### config.mk
export PLATFORM = sky130hd
export DESIGN_NAME = decode_stage_pipe
export DESIGN_NICKNAME = d
export VERILOG_FILES = /design/src/rtl/decode_stage_pipe_pkg.sv /design/src/rtl/decode_stage_pipe_regfile_bypass.sv /design/src/rtl/decode_stage_pipe.sv
export SDC_FILE = /design/constraint.sdc
export NUM_CORES = 2
export LEC_CHECK = 0
export BUFFER_PORTS_ARGS = -buffer_cell sky130_fd_sc_hd__buf_2
export CORE_ASPECT_RATIO = 1.5
export CORE_MARGIN = 3
export CORE_UTILIZATION = 45
export DETAILED_ROUTE_END_ITERATION = 7
export SYNTH_ARGS = -nofsm -noshare
export SYNTH_HDL_FRONTEND = slang
export SYNTH_HIERARCHICAL = 1
export SYNTH_SLANG_ARGS = --single-unit
### constraint.sdc
create_clock -name dsp_clk -period 3.8 [get_ports dsp_clk]
set_input_delay 0.19 -clock dsp_clk [delete_from_list [all_inputs] [get_ports dsp_clk]]
set_output_delay 0.19 -clock dsp_clk [all_outputs]
set_load 0.005 [all_outputs]
### src/rtl/decode_stage_pipe_pkg.sv
// Shared widths, instruction field positions, opcodes and control decode
// for the pipelined MIPS decode stage.
package decode_stage_pipe_pkg;

   localparam int unsigned DWIDTH_DEF    = 32;
   localparam int unsigned IWIDTH_DEF    = 32;
   localparam int unsigned AWIDTH_DEF    = 5;
   localparam int unsigned IMM_WIDTH_DEF = 16;

   localparam int unsigned OPCODE_WIDTH = 6;
   localparam int unsigned FUNCT_WIDTH  = 6;

   localparam int unsigned OPCODE_LSB = 26;
   localparam int unsigned RS_LSB     = 21;
   localparam int unsigned RT_LSB     = 16;
   localparam int unsigned RD_LSB     = 11;
   localparam int unsigned FUNCT_LSB  = 0;
   localparam int unsigned IMM_LSB    = 0;

   localparam logic [OPCODE_WIDTH-1:0] OP_RTYPE = 6'h00;
   localparam logic [OPCODE_WIDTH-1:0] OP_LW    = 6'h23;
   localparam logic [OPCODE_WIDTH-1:0] OP_SW    = 6'h2B;
   localparam logic [OPCODE_WIDTH-1:0] OP_BEQ   = 6'h04;
   localparam logic [OPCODE_WIDTH-1:0] OP_ADDI  = 6'h08;

   typedef struct packed {
      logic reg_wr;
      logic branch;
      logic alu_src;
      logic memread;
      logic memwrite;
      logic memtoreg;
      logic illegal;
   } ctrl_t;

   function automatic ctrl_t decode_ctrl(input logic [OPCODE_WIDTH-1:0] op);
      ctrl_t c;
      c = '0;
      case (op)
         OP_RTYPE: c.reg_wr = 1'b1;
         OP_LW: begin
            c.alu_src  = 1'b1;
            c.memread  = 1'b1;
            c.memtoreg = 1'b1;
            c.reg_wr   = 1'b1;
         end
         OP_SW: begin
            c.alu_src  = 1'b1;
            c.memwrite = 1'b1;
         end
         OP_BEQ:  c.branch = 1'b1;
         OP_ADDI: begin
            c.alu_src = 1'b1;
            c.reg_wr  = 1'b1;
         end
         default: c.illegal = 1'b1;
      endcase
      return c;
   endfunction

   // Opcodes whose rt field is a source operand (matters for load-use hazards)
   function automatic logic uses_rt(input logic [OPCODE_WIDTH-1:0] op);
      return (op == OP_RTYPE) || (op == OP_SW) || (op == OP_BEQ);
   endfunction

endpackage

### src/rtl/decode_stage_pipe_regfile_bypass.sv
// Register file, two combinational read ports with write-through bypass.
// Entry 0 is hardwired to zero.
module regfile_bypass #(
   parameter int unsigned DWIDTH = 32,
   parameter int unsigned AWIDTH = 5
) (
   input  logic              i_clk,
   input  logic              i_rst,
   input  logic              i_wb_en,
   input  logic [AWIDTH-1:0] i_wb_addr,
   input  logic [DWIDTH-1:0] i_wb_data,
   input  logic [AWIDTH-1:0] i_rd_addr_a,
   input  logic [AWIDTH-1:0] i_rd_addr_b,
   output logic [DWIDTH-1:0] o_rd_data_a_c,
   output logic [DWIDTH-1:0] o_rd_data_b_c
);

   localparam int unsigned NREGS = 2 ** AWIDTH;

   logic [DWIDTH-1:0] r_mem [NREGS];

   always_ff @(posedge i_clk) begin
      if (i_rst) begin
         for (int i = 0; i < NREGS; i++) r_mem[i] <= '0;
      end else if (i_wb_en && (i_wb_addr != '0)) begin
         r_mem[i_wb_addr] <= i_wb_data;
      end
   end

   // Same-cycle writeback is forwarded so decode sees the newest value
   always_comb begin
      o_rd_data_a_c = '0;
      o_rd_data_b_c = '0;
      if (i_rd_addr_a != '0)
         o_rd_data_a_c = (i_wb_en && (i_wb_addr == i_rd_addr_a)) ? i_wb_data : r_mem[i_rd_addr_a];
      if (i_rd_addr_b != '0)
         o_rd_data_b_c = (i_wb_en && (i_wb_addr == i_rd_addr_b)) ? i_wb_data : r_mem[i_rd_addr_b];
   end

endmodule

### src/rtl/decode_stage_pipe.sv
// Pipelined MIPS decode stage: field/control decode, operand read, load-use
// interlock and a valid/ready ID/EX output register with flush.
module decode_stage_pipe
   import decode_stage_pipe_pkg::*;
#(
   parameter int unsigned DWIDTH    = DWIDTH_DEF,
   parameter int unsigned IWIDTH    = IWIDTH_DEF,
   parameter int unsigned AWIDTH    = AWIDTH_DEF,
   parameter int unsigned IMM_WIDTH = IMM_WIDTH_DEF,
   parameter int unsigned SIGN_EXT  = 1
) (
   input  logic                    dsp_clk,
   input  logic                    dsp_rst,
   input  logic                    dsp_i_valid,
   output logic                    dsp_o_ready,
   input  logic [IWIDTH-1:0]       dsp_i_instr,
   input  logic                    dsp_i_wb_en,
   input  logic [AWIDTH-1:0]       dsp_i_wb_addr,
   input  logic [DWIDTH-1:0]       dsp_i_wb_data,
   input  logic                    dsp_i_flush,
   input  logic                    dsp_i_ready,
   output logic                    dsp_o_valid,
   output logic [OPCODE_WIDTH-1:0] dsp_o_opcode,
   output logic [FUNCT_WIDTH-1:0]  dsp_o_funct,
   output logic [AWIDTH-1:0]       dsp_o_addr_rs,
   output logic [AWIDTH-1:0]       dsp_o_addr_rt,
   output logic [AWIDTH-1:0]       dsp_o_addr_dst,
   output logic [DWIDTH-1:0]       dsp_o_data_rs,
   output logic [DWIDTH-1:0]       dsp_o_data_rt,
   output logic [DWIDTH-1:0]       dsp_o_imm,
   output logic                    dsp_o_reg_wr,
   output logic                    dsp_o_branch,
   output logic                    dsp_o_alu_src,
   output logic                    dsp_o_memread,
   output logic                    dsp_o_memwrite,
   output logic                    dsp_o_memtoreg,
   output logic                    dsp_o_illegal
);

   localparam int unsigned EXT_WIDTH = DWIDTH - IMM_WIDTH;

   logic [OPCODE_WIDTH-1:0] w_opcode;
   logic [FUNCT_WIDTH-1:0]  w_funct;
   logic [AWIDTH-1:0]       w_rs, w_rt, w_rd, w_dst;
   logic [IMM_WIDTH-1:0]    w_imm_raw;
   logic [DWIDTH-1:0]       w_imm, w_data_rs, w_data_rt;
   ctrl_t                   w_ctrl;
   logic                    w_load_en, w_hazard;

   logic                    r_valid;
   logic [OPCODE_WIDTH-1:0] r_opcode;
   logic [FUNCT_WIDTH-1:0]  r_funct;
   logic [AWIDTH-1:0]       r_addr_rs, r_addr_rt, r_addr_dst;
   logic [DWIDTH-1:0]       r_data_rs, r_data_rt, r_imm;
   ctrl_t                   r_ctrl;

   assign w_opcode  = dsp_i_instr[OPCODE_LSB +: OPCODE_WIDTH];
   assign w_funct   = dsp_i_instr[FUNCT_LSB +: FUNCT_WIDTH];
   assign w_rs      = dsp_i_instr[RS_LSB +: AWIDTH];
   assign w_rt      = dsp_i_instr[RT_LSB +: AWIDTH];
   assign w_rd      = dsp_i_instr[RD_LSB +: AWIDTH];
   assign w_imm_raw = dsp_i_instr[IMM_LSB +: IMM_WIDTH];
   assign w_ctrl    = decode_ctrl(w_opcode);
   assign w_dst     = (w_opcode == OP_RTYPE) ? w_rd : w_rt;
   assign w_imm     = (SIGN_EXT != 0) ? {{EXT_WIDTH{w_imm_raw[IMM_WIDTH-1]}}, w_imm_raw}
                                      : {{EXT_WIDTH{1'b0}}, w_imm_raw};

   regfile_bypass #(
      .DWIDTH (DWIDTH),
      .AWIDTH (AWIDTH)
   ) u_regfile (
      .i_clk         (dsp_clk),
      .i_rst         (dsp_rst),
      .i_wb_en       (dsp_i_wb_en),
      .i_wb_addr     (dsp_i_wb_addr),
      .i_wb_data     (dsp_i_wb_data),
      .i_rd_addr_a   (w_rs),
      .i_rd_addr_b   (w_rt),
      .o_rd_data_a_c (w_data_rs),
      .o_rd_data_b_c (w_data_rt)
   );

   // A load in the output register cannot forward to a consumer in decode
   assign w_load_en = !r_valid || dsp_i_ready;
   assign w_hazard  = r_valid && r_ctrl.memread && (r_addr_dst != '0) &&
                      ((r_addr_dst == w_rs) || ((r_addr_dst == w_rt) && uses_rt(w_opcode)));
   assign dsp_o_ready = w_load_en && !w_hazard && !dsp_i_flush;

   // Killed or empty slots carry all-zero controls so they behave as NOPs
   always_ff @(posedge dsp_clk) begin
      if (dsp_rst) begin
         r_valid    <= 1'b0;
         r_opcode   <= '0;
         r_funct    <= '0;
         r_addr_rs  <= '0;
         r_addr_rt  <= '0;
         r_addr_dst <= '0;
         r_data_rs  <= '0;
         r_data_rt  <= '0;
         r_imm      <= '0;
         r_ctrl     <= '0;
      end else if (dsp_i_flush || (w_load_en && w_hazard)) begin
         r_valid <= 1'b0;
         r_ctrl  <= '0;
      end else if (w_load_en) begin
         r_valid    <= dsp_i_valid;
         r_opcode   <= w_opcode;
         r_funct    <= w_funct;
         r_addr_rs  <= w_rs;
         r_addr_rt  <= w_rt;
         r_addr_dst <= w_dst;
         r_data_rs  <= w_data_rs;
         r_data_rt  <= w_data_rt;
         r_imm      <= w_imm;
         r_ctrl     <= dsp_i_valid ? w_ctrl : ctrl_t'('0);
      end
   end

   assign dsp_o_valid    = r_valid;
   assign dsp_o_opcode   = r_opcode;
   assign dsp_o_funct    = r_funct;
   assign dsp_o_addr_rs  = r_addr_rs;
   assign dsp_o_addr_rt  = r_addr_rt;
   assign dsp_o_addr_dst = r_addr_dst;
   assign dsp_o_data_rs  = r_data_rs;
   assign dsp_o_data_rt  = r_data_rt;
   assign dsp_o_imm      = r_imm;
   assign dsp_o_reg_wr   = r_ctrl.reg_wr;
   assign dsp_o_branch   = r_ctrl.branch;
   assign dsp_o_alu_src  = r_ctrl.alu_src;
   assign dsp_o_memread  = r_ctrl.memread;
   assign dsp_o_memwrite = r_ctrl.memwrite;
   assign dsp_o_memtoreg = r_ctrl.memtoreg;
   assign dsp_o_illegal  = r_ctrl.illegal;

endmodule

==> results by group <==
Worst hold path
  – Hold-critical path depth: 2
  – Min-Delay Path Class: in -> reg
  – Worst Hold Launch: dsp_i_wb_data[12]
  – Endpoint of the worst hold-timing path: u_regfile/r_mem[5][12]

Power and ir drop
  – Total power per unit cell area: 446 nW/um2
  – Worst vdd ir: 0.442 mV
  – Leak pwr: 0.0239 uW

Worst setup path
  – Path type of the worst setup path: in -> out
  – Endpoint of the most critical register-to-register path: dsp_o_addr_dst[4]
  – Depth of the worst register-to-register path: 7
  – Slack of the worst reg-to-reg path: 680 ps
  – Type of element launching the critical path: input port
  – Critical path launch point: dsp_i_instr[16]
  – Startpoint of the most critical register-to-register path: dsp_o_addr_dst[1]
  – Data arrival, critical path: 3110 ps
  – Crit path capture type: output pin
  – Data required time of the worst path: 3610 ps
  – Largest driver fanout on the critical path: 53

Yosys
  – Post-synthesis instance area: 59700 um2
  – Cells after Synth: 4359
  – Multiplexer area fraction after synthesis: 19.8%
  – Parity-gate share of the synthesized area counting xor and xnor cells: 0.293%
  – Synthesis warning total: 6
  – Post-synthesis average cell area: 13.7 um2
  – Number of enable flip-flop cells after synthesis: 1024
  – Cell accounting for the most synthesized area: edfxtp_1
  – Sequential fraction of the synthesis area: 55.1%
  – Post-synthesis compound-gate area fraction: 7.61%
  – Synth top area share: 51.5%
  – Cell types with the largest area share after synthesis: edfxtp_1 51%, mux4_2 14%, and2_1 10%
  – Proportion of register bits with asynchronous set or reset after synthesis: 0%
  – Dominant combinational cell family by area after synthesis: multiplexers
  – Netlist cell types: 66
  – Adder-Cell Fraction of Synth Area: 0%
  – Simple-Gate Fraction of Synth Area: 13.1%
  – Count of state elements after synthesis: 1132
  – Ys flop type: edfxtp_1

GRT
  – Via count of the first global-routing pass: 41800
  – Total global-route track usage: 34.7%
  – Pin count of the biggest net entering global routing: 61
  – Overflow left after global routing: 0
  – Number of antenna violations at the first check in global routing: 36
  – First-pass GRT wire length: 328000 um

Clocking
  – CTS Root Buffer Type: clkbuf_16
  – CTS Hold Bufs: 34
  – Clock tree from TritonCTS: yes
  – Count of clock tree sinks: 1132
  – Clock-pin slew on the worst setup and hold paths: 70 ps
  – Clock Latency Late Sink: 740 ps
  – Clk buf depth: 3
  – Post-CTS Repair Setup Buffers: 0
  – Clock buffer count from CTS: 108
  – Cts repair resizes: 0
  – H-tree depth: 3

STA
  – Number of failing hold endpoints at the final stage: 0
  – Maximum operating frequency: 303 MHz
  – Worst Hold Margin: 97.4 ps
  – Worst-Margin Slew: 1280 ps
  – Final clock skew: 27.9 ps
  – Unrepaired setup endpoints after global routing: false
  – Count of endpoints failing setup in the final report: 0
  – Final number of max-transition violations: 0
  – Share of the clock period used by the worst path: 86.9%
  – Max-Slew Margin vs Limit: 14.6%
  – Final period demand of the worst path: 3300 ps
  – TNS Setup: 0 ps

Die
  – Starting density of the core: 45.3%
  – Height of the die: 452 um
  – I/O Pins: 207
  – Number of rows created at floorplan: 163
  – Core Footprint: 132000 um2
  – DIE WIDTH: 303 um
  – Overall die area: 137000 um2

Layout
  – Final core utilization: 50.8%
  – Area of all placed cells without fillers: 66900 um2
  – Ratio of cells with drive above 1 in the final layout: 22.8%
  – Synth-to-Final Area Change: 12.1%
  – Number of nets in the layout: 4524

Place
  – Total of buffers placed on input and output ports: 206
  – Post-DP Area: 62900 um2
  – GP Congestion: 0.933
  – Hpwl dp: 146000 um

Routing
  – Mean number of vias per cell: 6.73
  – Total iterations of the first detailed-routing run: 6
  – Sum of routed wire length over all layers: 240000 um
  – Number of violations reported at the end of detailed-routing iteration 0: 6103
  – Post-route DRC violation count: 0
  – Total number of vias: 42400
  – Routed Antenna Nets: 0
  – Wire length per cell after detailed routing: 38.1 um

Outcome
  – Outcome: completed

Job
  – Number of max-cap violations: 0
==> cell families after synthesis <==
group                  count (synthesis)
multiplexers                         711
AO/OA/AOI/OAI                        683
flip-flops                          1132
XOR/XNOR                              20
AND/OR/NAND/NOR                     1320
other                                  1
buffers and inverters                492
==> per-stage QoR <==
stage	std cells	power, uW	setup WS (ps)
after global placement	6037	18700	635
after global routing	6273	30600	355
after CTS	6271	29800	486
final	6293	29900	499
after floorplan	4390	17000	1830
after detailed placement	6037	18700	690
==> critical path: stages <==
cell and delay (ps):
dlygate4sd3_1 560, buf_8 430, xor2_1 130, nor4_1 600, o2111a_4 700, nor2_1 250, buf_2 200
==> cells in the final DEF (no fill, tap or decap), drive strengths merged, types with 37 or more instances in the layout <==
master	netlist	layout
a21oi	170	170
o21ai	168	168
mux2i	330	330
a22oi	107	107
buf	182	405
mux4	375	375
edfxtp	1024	1024
nor2	58	58
and2	996	996
clkbuf	308	139
nand3	118	118
dfxtp	108	108
nand2	68	68
clkinv	2	40
o221ai	38	38
o22ai	37	37
or2	37	37
==> metal layers <==
layer / GRT usage [%] / vias up / routed length, um
met3: 8.08 / 936 / 26300
met2: 54.5 / 3101 / 110000
li1: - / 16800 / -
met4: 27.1 / 12 / 22900
met1: 41.1 / 21500 / 80600
met5: 0 / - / 65
==> cells in the mapped netlist (all sizes together) (37+ instances only) <==
library cell and instances:
or2 37, o21ai 168, nand3 118, dfxtp 108
o221ai 38, nor2 58, a22oi 107, buf 182
mux4 375, mux2i 330, o22ai 37, nand2 68
a21oi 170, clkbuf 308, and2 996, edfxtp 1024
==> registers in the layout, indices dropped and copies added, names as in the netlist, 5 cells and up <==
| signal | count |
|---|---|
| dsp_o_addr_dst | 5 |
| dsp_o_addr_rs | 5 |
| dsp_o_funct | 5 |
| dsp_o_data_rt | 32 |
| dsp_o_addr_rt | 5 |
| u_regfile/r_mem | 1024 |
| dsp_o_data_rs | 32 |
| dsp_o_opcode | 6 |
| dsp_o_imm | 11 |
==> cell type report <==
| class | count | area [um2] |
|---|---|---|
| antenna | 22 | 55.1 |
| clock buffer | 139 | 2900 |
| clock inverter | 61 | 697 |
| fill | 11200 | 64800 |
| inverter | 2 | 7.51 |
| multi-input combinational | 2766 | 24800 |
| sequential | 1132 | 32900 |
| tap | 1732 | 2170 |
| timing repair buffer | 439 | 3380 |
==> power breakdown <==
part           switching [uW]  total (uW)  internal [uW]
sequential                419       14700          14300
clock                    4900       11300           6400
combinational            2410        3900           1480
==> worst max path at each step <==
stage | to | slack (ps) | depth (start not counted)
2_1_floorplan | dsp_o_data_rs[30] | 1830 | 9
3_3_place_gp | dsp_o_data_rt[8] | 630 | 9
3_5_place_dp | dsp_o_data_rt[8] | 690 | 9
4_1_cts | dsp_o_ready | 490 | 7
5_1_grt | dsp_o_ready | 360 | 7
6_report | dsp_o_ready | 500 | 7
(Power assumes the default switching activity.)
